### src/rtl/pulp_pwr_domain_seq.sv
// Power-up/power-down sequencer for one switchable voltage domain behind a level-shifter ring.
// Optional ack-timeout fault detection is enabled with `define PULP_PWR_SEQ_TIMEOUT_EN.
module pulp_pwr_domain_seq #(
  parameter int unsigned IsoDelay      = 4,
  parameter int unsigned PwrSettle     = 16,
  parameter int unsigned CntWidth      = 8,
  parameter int unsigned TimeoutCycles = 255
) (
  input  logic clk_i,
  input  logic rst_ni,
  input  logic pwr_req_i,
  input  logic pwr_sw_ack_i,
  output logic pwr_sw_en_o,
  output logic iso_en_o,
  output logic clk_en_o,
  output logic dom_rst_no,
  output logic domain_on_o,
  output logic busy_o,
  output logic err_o
);

  typedef enum logic [3:0] {
    ST_OFF     = 4'd0,
    ST_PWR_UP  = 4'd1,
    ST_SETTLE  = 4'd2,
    ST_RST_REL = 4'd3,
    ST_ISO_REL = 4'd4,
    ST_ON      = 4'd5,
    ST_ISO_SET = 4'd6,
    ST_CLK_OFF = 4'd7,
    ST_PWR_DN  = 4'd8,
    ST_FAULT   = 4'd9
  } state_e;

  localparam logic [CntWidth-1:0] SettleLast = CntWidth'(PwrSettle - 32'd1);
  localparam logic [CntWidth-1:0] IsoLast    = CntWidth'(IsoDelay - 32'd1);

  state_e              state_r;
  state_e              state_next_s;
  logic [CntWidth-1:0] cnt_r;
  logic                cnt_run_s;
  logic                ack_meta_r;
  logic                ack_sync_r;
  logic                ack_s;

  // Output vector {sw_en, iso, clk_en, rst_n, domain_on, busy}; unknown codes decode to clamped-off.
  function automatic logic [5:0] decode_outs(input state_e s);
    logic [5:0] v;
    case (s)
      ST_OFF:     v = 6'b010000;
      ST_PWR_UP:  v = 6'b110001;
      ST_SETTLE:  v = 6'b110001;
      ST_RST_REL: v = 6'b111101;
      ST_ISO_REL: v = 6'b101101;
      ST_ON:      v = 6'b101110;
      ST_ISO_SET: v = 6'b111101;
      ST_CLK_OFF: v = 6'b110001;
      ST_PWR_DN:  v = 6'b010001;
      ST_FAULT:   v = 6'b010000;
      default:    v = 6'b010000;
    endcase
    return v;
  endfunction

  assign ack_s = ack_sync_r;

  // Next-state and counter-enable decode.
  always_comb begin
    state_next_s = state_r;
    cnt_run_s    = 1'b0;
    case (state_r)
      ST_OFF: begin
        if (pwr_req_i) state_next_s = ST_PWR_UP;
        else           state_next_s = ST_OFF;
      end
      ST_PWR_UP: begin
        if (ack_s) begin
          state_next_s = ST_SETTLE;
        end else begin
`ifdef PULP_PWR_SEQ_TIMEOUT_EN
          cnt_run_s = 1'b1;
          if (cnt_r == CntWidth'(TimeoutCycles - 32'd1)) state_next_s = ST_FAULT;
          else                                           state_next_s = ST_PWR_UP;
`else
          state_next_s = ST_PWR_UP;
`endif
        end
      end
      ST_SETTLE: begin
        cnt_run_s = 1'b1;
        if (cnt_r == SettleLast) state_next_s = ST_RST_REL;
        else                     state_next_s = ST_SETTLE;
      end
      ST_RST_REL: begin
        cnt_run_s = 1'b1;
        if (cnt_r == IsoLast) state_next_s = ST_ISO_REL;
        else                  state_next_s = ST_RST_REL;
      end
      ST_ISO_REL: state_next_s = ST_ON;
      ST_ON: begin
        if (!pwr_req_i) state_next_s = ST_ISO_SET;
        else            state_next_s = ST_ON;
      end
      ST_ISO_SET: begin
        cnt_run_s = 1'b1;
        if (cnt_r == IsoLast) state_next_s = ST_CLK_OFF;
        else                  state_next_s = ST_ISO_SET;
      end
      ST_CLK_OFF: state_next_s = ST_PWR_DN;
      ST_PWR_DN: begin
        if (!ack_s) begin
          state_next_s = ST_OFF;
        end else begin
`ifdef PULP_PWR_SEQ_TIMEOUT_EN
          cnt_run_s = 1'b1;
          if (cnt_r == CntWidth'(TimeoutCycles - 32'd1)) state_next_s = ST_FAULT;
          else                                           state_next_s = ST_PWR_DN;
`else
          state_next_s = ST_PWR_DN;
`endif
        end
      end
      ST_FAULT: state_next_s = ST_FAULT;
      // A corrupted state drops the switch and waits for the chain to confirm it is off.
      default: state_next_s = ST_PWR_DN;
    endcase
  end

  // State, counter, ack synchroniser and registered outputs.
  always_ff @(posedge clk_i or negedge rst_ni) begin
    if (!rst_ni) begin
      state_r     <= ST_OFF;
      cnt_r       <= {CntWidth{1'b0}};
      ack_meta_r  <= 1'b0;
      ack_sync_r  <= 1'b0;
      pwr_sw_en_o <= 1'b0;
      iso_en_o    <= 1'b1;
      clk_en_o    <= 1'b0;
      dom_rst_no  <= 1'b0;
      domain_on_o <= 1'b0;
      busy_o      <= 1'b0;
    end else begin
      ack_meta_r <= pwr_sw_ack_i;
      ack_sync_r <= ack_meta_r;
      state_r    <= state_next_s;
      if (state_next_s != state_r) cnt_r <= {CntWidth{1'b0}};
      else if (cnt_run_s)          cnt_r <= cnt_r + {{(CntWidth-1){1'b0}}, 1'b1};
      else                         cnt_r <= cnt_r;
      // Outputs are decoded from the next state so they change on the same edge as state_r.
      {pwr_sw_en_o, iso_en_o, clk_en_o, dom_rst_no, domain_on_o, busy_o} <= decode_outs(state_next_s);
    end
  end

`ifdef PULP_PWR_SEQ_TIMEOUT_EN
  logic err_r;

  // Sticky timeout error, cleared only by rst_ni.
  always_ff @(posedge clk_i or negedge rst_ni) begin
    if (!rst_ni) begin
      err_r <= 1'b0;
    end else begin
      err_r <= err_r | (state_next_s == ST_FAULT);
    end
  end

  assign err_o = err_r;
`else
  assign err_o = 1'b0;
`endif

endmodule

### config.mk
export PLATFORM = sky130hd
export DESIGN_NAME = pulp_pwr_domain_seq
export DESIGN_NICKNAME = d
export VERILOG_FILES = /design/src/rtl/pulp_pwr_domain_seq.sv
export SDC_FILE = /design/constraint.sdc
export NUM_CORES = 1
export LEC_CHECK = 0
export ABC_AREA = 1
export CAP_MARGIN = 10
export CORE_UTILIZATION = 40
export CTS_CLUSTER_SIZE = 25
export DETAILED_ROUTE_END_ITERATION = 16
export PLACE_DENSITY = 0.6
export SLEW_MARGIN = 20
export SYNTH_ARGS = -nofsm -noshare
export SYNTH_HDL_FRONTEND = slang
export SYNTH_SLANG_ARGS = --single-unit
### constraint.sdc
create_clock -name clk_i -period 1.6 [get_ports clk_i]
set_input_delay 0.4 -clock clk_i [delete_from_list [all_inputs] [get_ports clk_i]]
set_output_delay 0.4 -clock clk_i [all_outputs]
set_load 0.1 [all_outputs]
==> impl_metrics.env <==
export IMPL_n_antenna_cell=0
export IMPL_netlist_area_leader_share_pct=40.6
export IMPL_synth_warning_count=0
export IMPL_grt_first_pass_wirelength_um=3730
export IMPL_fp_row_count=18
export IMPL_num_io_pins=11
export IMPL_post_cts_hold_buffer_count=0
export IMPL_synth_seq_cells=19
export IMPL_ys_seq_area_share_pct=43.0
export IMPL_netSwitchingFraction_pct=50.6
export IMPL_violations="negative setup slack"
export IMPL_cts_reportedPaths_clkPinSlew_ns=0.11
export IMPL_vias_in_the_first_global_route=873
export IMPL_drt_pass1_iter_count=4
export IMPL_synth_simple_gate_area_share_pct=38.1
export IMPL_switching_power_w=0.00131
export IMPL_synth_mux_area_fraction_pct=0
export IMPL_netlist_area_um2=1110
export IMPL_crit_path_max_fanout=8
export IMPL_groute_usage_overall_pct=17.9
export IMPL_cell_internal_pwr_w=0.00128
export IMPL_floorplan_die_area_um2=2990
export IMPL_ctsRootBufferMaster="clkbuf_4"
export IMPL_grt_overflow=0
export IMPL_rr_endpoint="cnt_r[6]"
export IMPL_grt_setup_unrepaired="yes"
export IMPL_setup_worst_path_start="cnt_r[0]"
export IMPL_cts_inserted_buffers=3
export IMPL_final_core_utilization_pct=60.6
export IMPL_drt_iter0_drc=13
export IMPL_detail_route_antenna_nets=0
export IMPL_multi_input_comb_area_um2=664
export IMPL_post_synth_top_area_cell="dfrtp_1"
export IMPL_cp_end_kind="flop"
export IMPL_final_hold_violations=0
export IMPL_fin_skew_ns=0.00469
export IMPL_syn_to_final_growth_pct=39.1
export IMPL_rrSetupSlack_ns=-0.01
export IMPL_share_of_total_power_in_combinational_logic_pct=63.8
export IMPL_layout_commonest_cell="nand2_1"
export IMPL_critPathArrivalTime_ns=1.80
export IMPL_drc=0
export IMPL_setup_worst_path_end="cnt_r[6]"
export IMPL_peakVddDrop_mv=1.11
export IMPL_wl_per_cell_um=12.5
export IMPL_netlist_instances=137
export IMPL_fin_nets=169
export IMPL_synth_compound_gate_area_share_pct=4.40
export IMPL_min_path_type="flop to flop"
export IMPL_clk_latency_ns=0.29
export IMPL_synth_top_cells_by_area="dfrtp_1, nand2_1, nor2_2"
export IMPL_finalInstanceArea_um2=1540
export IMPL_design_power_total_w=0.00259
export IMPL_reg2reg_from="cnt_r[0]"
export IMPL_power_leakage_nw=0.722
export IMPL_clock_sinks=19
export IMPL_timing_fmax_mhz=621
export IMPL_via_per_inst=5.01
export IMPL_ff_latch_area_um2=483
export IMPL_power_density_nw_per_um2=1680
export IMPL_cts_path_max_buffers=2
export IMPL_reg2regPathDepth=10
export IMPL_num_vias=966
export IMPL_synthXorXnorAreaFrac_pct=5.53
export IMPL_place_area_um2=1370
export IMPL_drt_total_wl_um=2410
export IMPL_holdCritStartpoint="ack_meta_r"
export IMPL_seq_power_share_pct=26.7
export IMPL_fraction_of_final_layout_cells_with_drive_strength_greater_than_1_pct=52.1
export IMPL_die_h_um=54.6
export IMPL_status="finished with violations"
export IMPL_gpl_final_weighted_congestion=0.869
export IMPL_number_of_library_cell_types_mapped_by_synthesis=21
export IMPL_pin_count_of_the_biggest_net_entering_global_routing=20
export IMPL_floorplan_die_width_um=54.6
export IMPL_timing_final_setup_violations=6
export IMPL_share_clk_of_total_power_pct=9.5
export IMPL_layout_worst_path_cycle_share_pct=101
export IMPL_antenna_violations_before_repair=0
export IMPL_post_route_worst_setup_slack_ns=-0.0113
export IMPL_io_buffer_count=9
export IMPL_place_detailed_hpwl_um=1690
export IMPL_synth_top_family_by_area="simple AND/OR/NAND/NOR gates"
export IMPL_tritoncts="done"
export IMPL_htree_levels=1
export IMPL_synth_avg_cell_area_um2=8.09
export IMPL_final_setup_tns_ns=-0.0440
export IMPL_core_area_um2=2540
export IMPL_synth_fp_nets=142
export IMPL_crit_type="flop to flop"
export IMPL_layout_common_cells="nand2_1, nor2_2, buf_4"
export IMPL_timing_critical_path_required_ns=1.79
export IMPL_drv_max_cap_violation_count=0
export IMPL_synth_fa_ha_area_share_pct=1.13
export IMPL_finalWorstPathRequiredPeriod_ns=1.61
export IMPL_floorplan_initialDensity_pct=43.6
export IMPL_critical_path_startpoint_type="flop"
export IMPL_finalMaxSlewViolations=0
export IMPL_fillCellCount=224
-- metal layers --
metal	share of wire [%]	GRT usage (%)
met4	1.2	6.41
met1	47	23.9
met3	2.1	3.33
met5	0	0
met2	50	28.5
-- worst max-delay path: stages (launching register included) --
cell	delay (ns)
dfrtp_1	0.41
ha_4	0.18
nand2_4	0.05
nor2_4	0.20
nor2_4	0.08
nor2_4	0.17
nand2_4	0.09
nand2_2	0.07
nand2_2	0.06
nand2_4	0.14
nor2_2	0.04
-- flip-flops by register name (all words and copies together) (netlist names) --
name,cells
iso_en_o,1
clk_en_o,1
ack_meta_r,1
busy_o,1
state_r,4
cnt_r,8
domain_on_o,1
pwr_sw_en_o,1
ack_s,1
-- through the flow --
stage	worst slack (ns)	cells	hold WS, ns
4_1_cts	0.000960	190	0.363
3_5_place_dp	-0.145	186	0.337
6_report	-0.0113	193	0.361
2_1_floorplan	0.150	137	0.104
3_3_place_gp	-0.111	186	0.335
5_1_grt	-0.0814	193	0.383
-- kinds of logic (layout without fill, tap and decap cells) --
group                    count (synthesis)  count (layout)
XOR/XNOR                                 7               7
AND/OR/NAND/NOR                         80              80
adder cells (fa/ha/maj)                  1               1
other                                    1               1
flip-flops                              19              19
buffers and inverters                   20              46
AO/OA/AOI/OAI                            9               9
-- synth_stat cells (all sizes together) --
| master | n |
|---|---|
| xor2 | 6 |
| o21ai | 2 |
| nand4 | 2 |
| nand3 | 14 |
| buf | 2 |
| dfstp | 1 |
| inv | 17 |
| nand2 | 34 |
| dfrtp | 18 |
| a21oi | 7 |
| xnor2 | 1 |
| ha | 1 |
| clkinv | 1 |
| conb | 1 |
| nor2 | 30 |
-- how the worst min path moves through the flow --
stage,to,slack (ns),cells past startpoint
after detailed placement,ack_s,0.34,0
after CTS,ack_s,0.36,0
after global routing,ack_s,0.38,0
final,ack_s,0.36,0
after global placement,ack_s,0.34,0
after floorplan,ack_meta_r,0.10,0
-- power groups by stage --
stage / registers (W) / logic, W / clock network, W
floorplan: 0.000867 / 0.000804 / 0
global placement: 0.000659 / 0.00146 / 0
detailed placement: 0.000661 / 0.00147 / 0
CTS: 0.000652 / 0.00148 / 0.000257
global route: 0.000698 / 0.00178 / 0.000274
finish: 0.000692 / 0.00165 / 0.000245
-- final cells by class --
class | instances | area share (%)
Clock buffer | 4 | 1.70
Inverter | 18 | 4.38
Multi-Input combinational cell | 98 | 43.1
Sequential cell | 19 | 31.3
Tap cell | 30 | 2.44
Timing Repair Buffer | 24 | 17.0
-- what timing repair did --
item / in CTS / in global routing
hold endpoints to repair: 0 / 0
setup endpoints to repair: 11 / 11
resized for setup: 5 / 32
buffers inserted: 0 / 3
pin swaps: 5 / 11
Note: power is estimated with default switching activity, not from simulation.
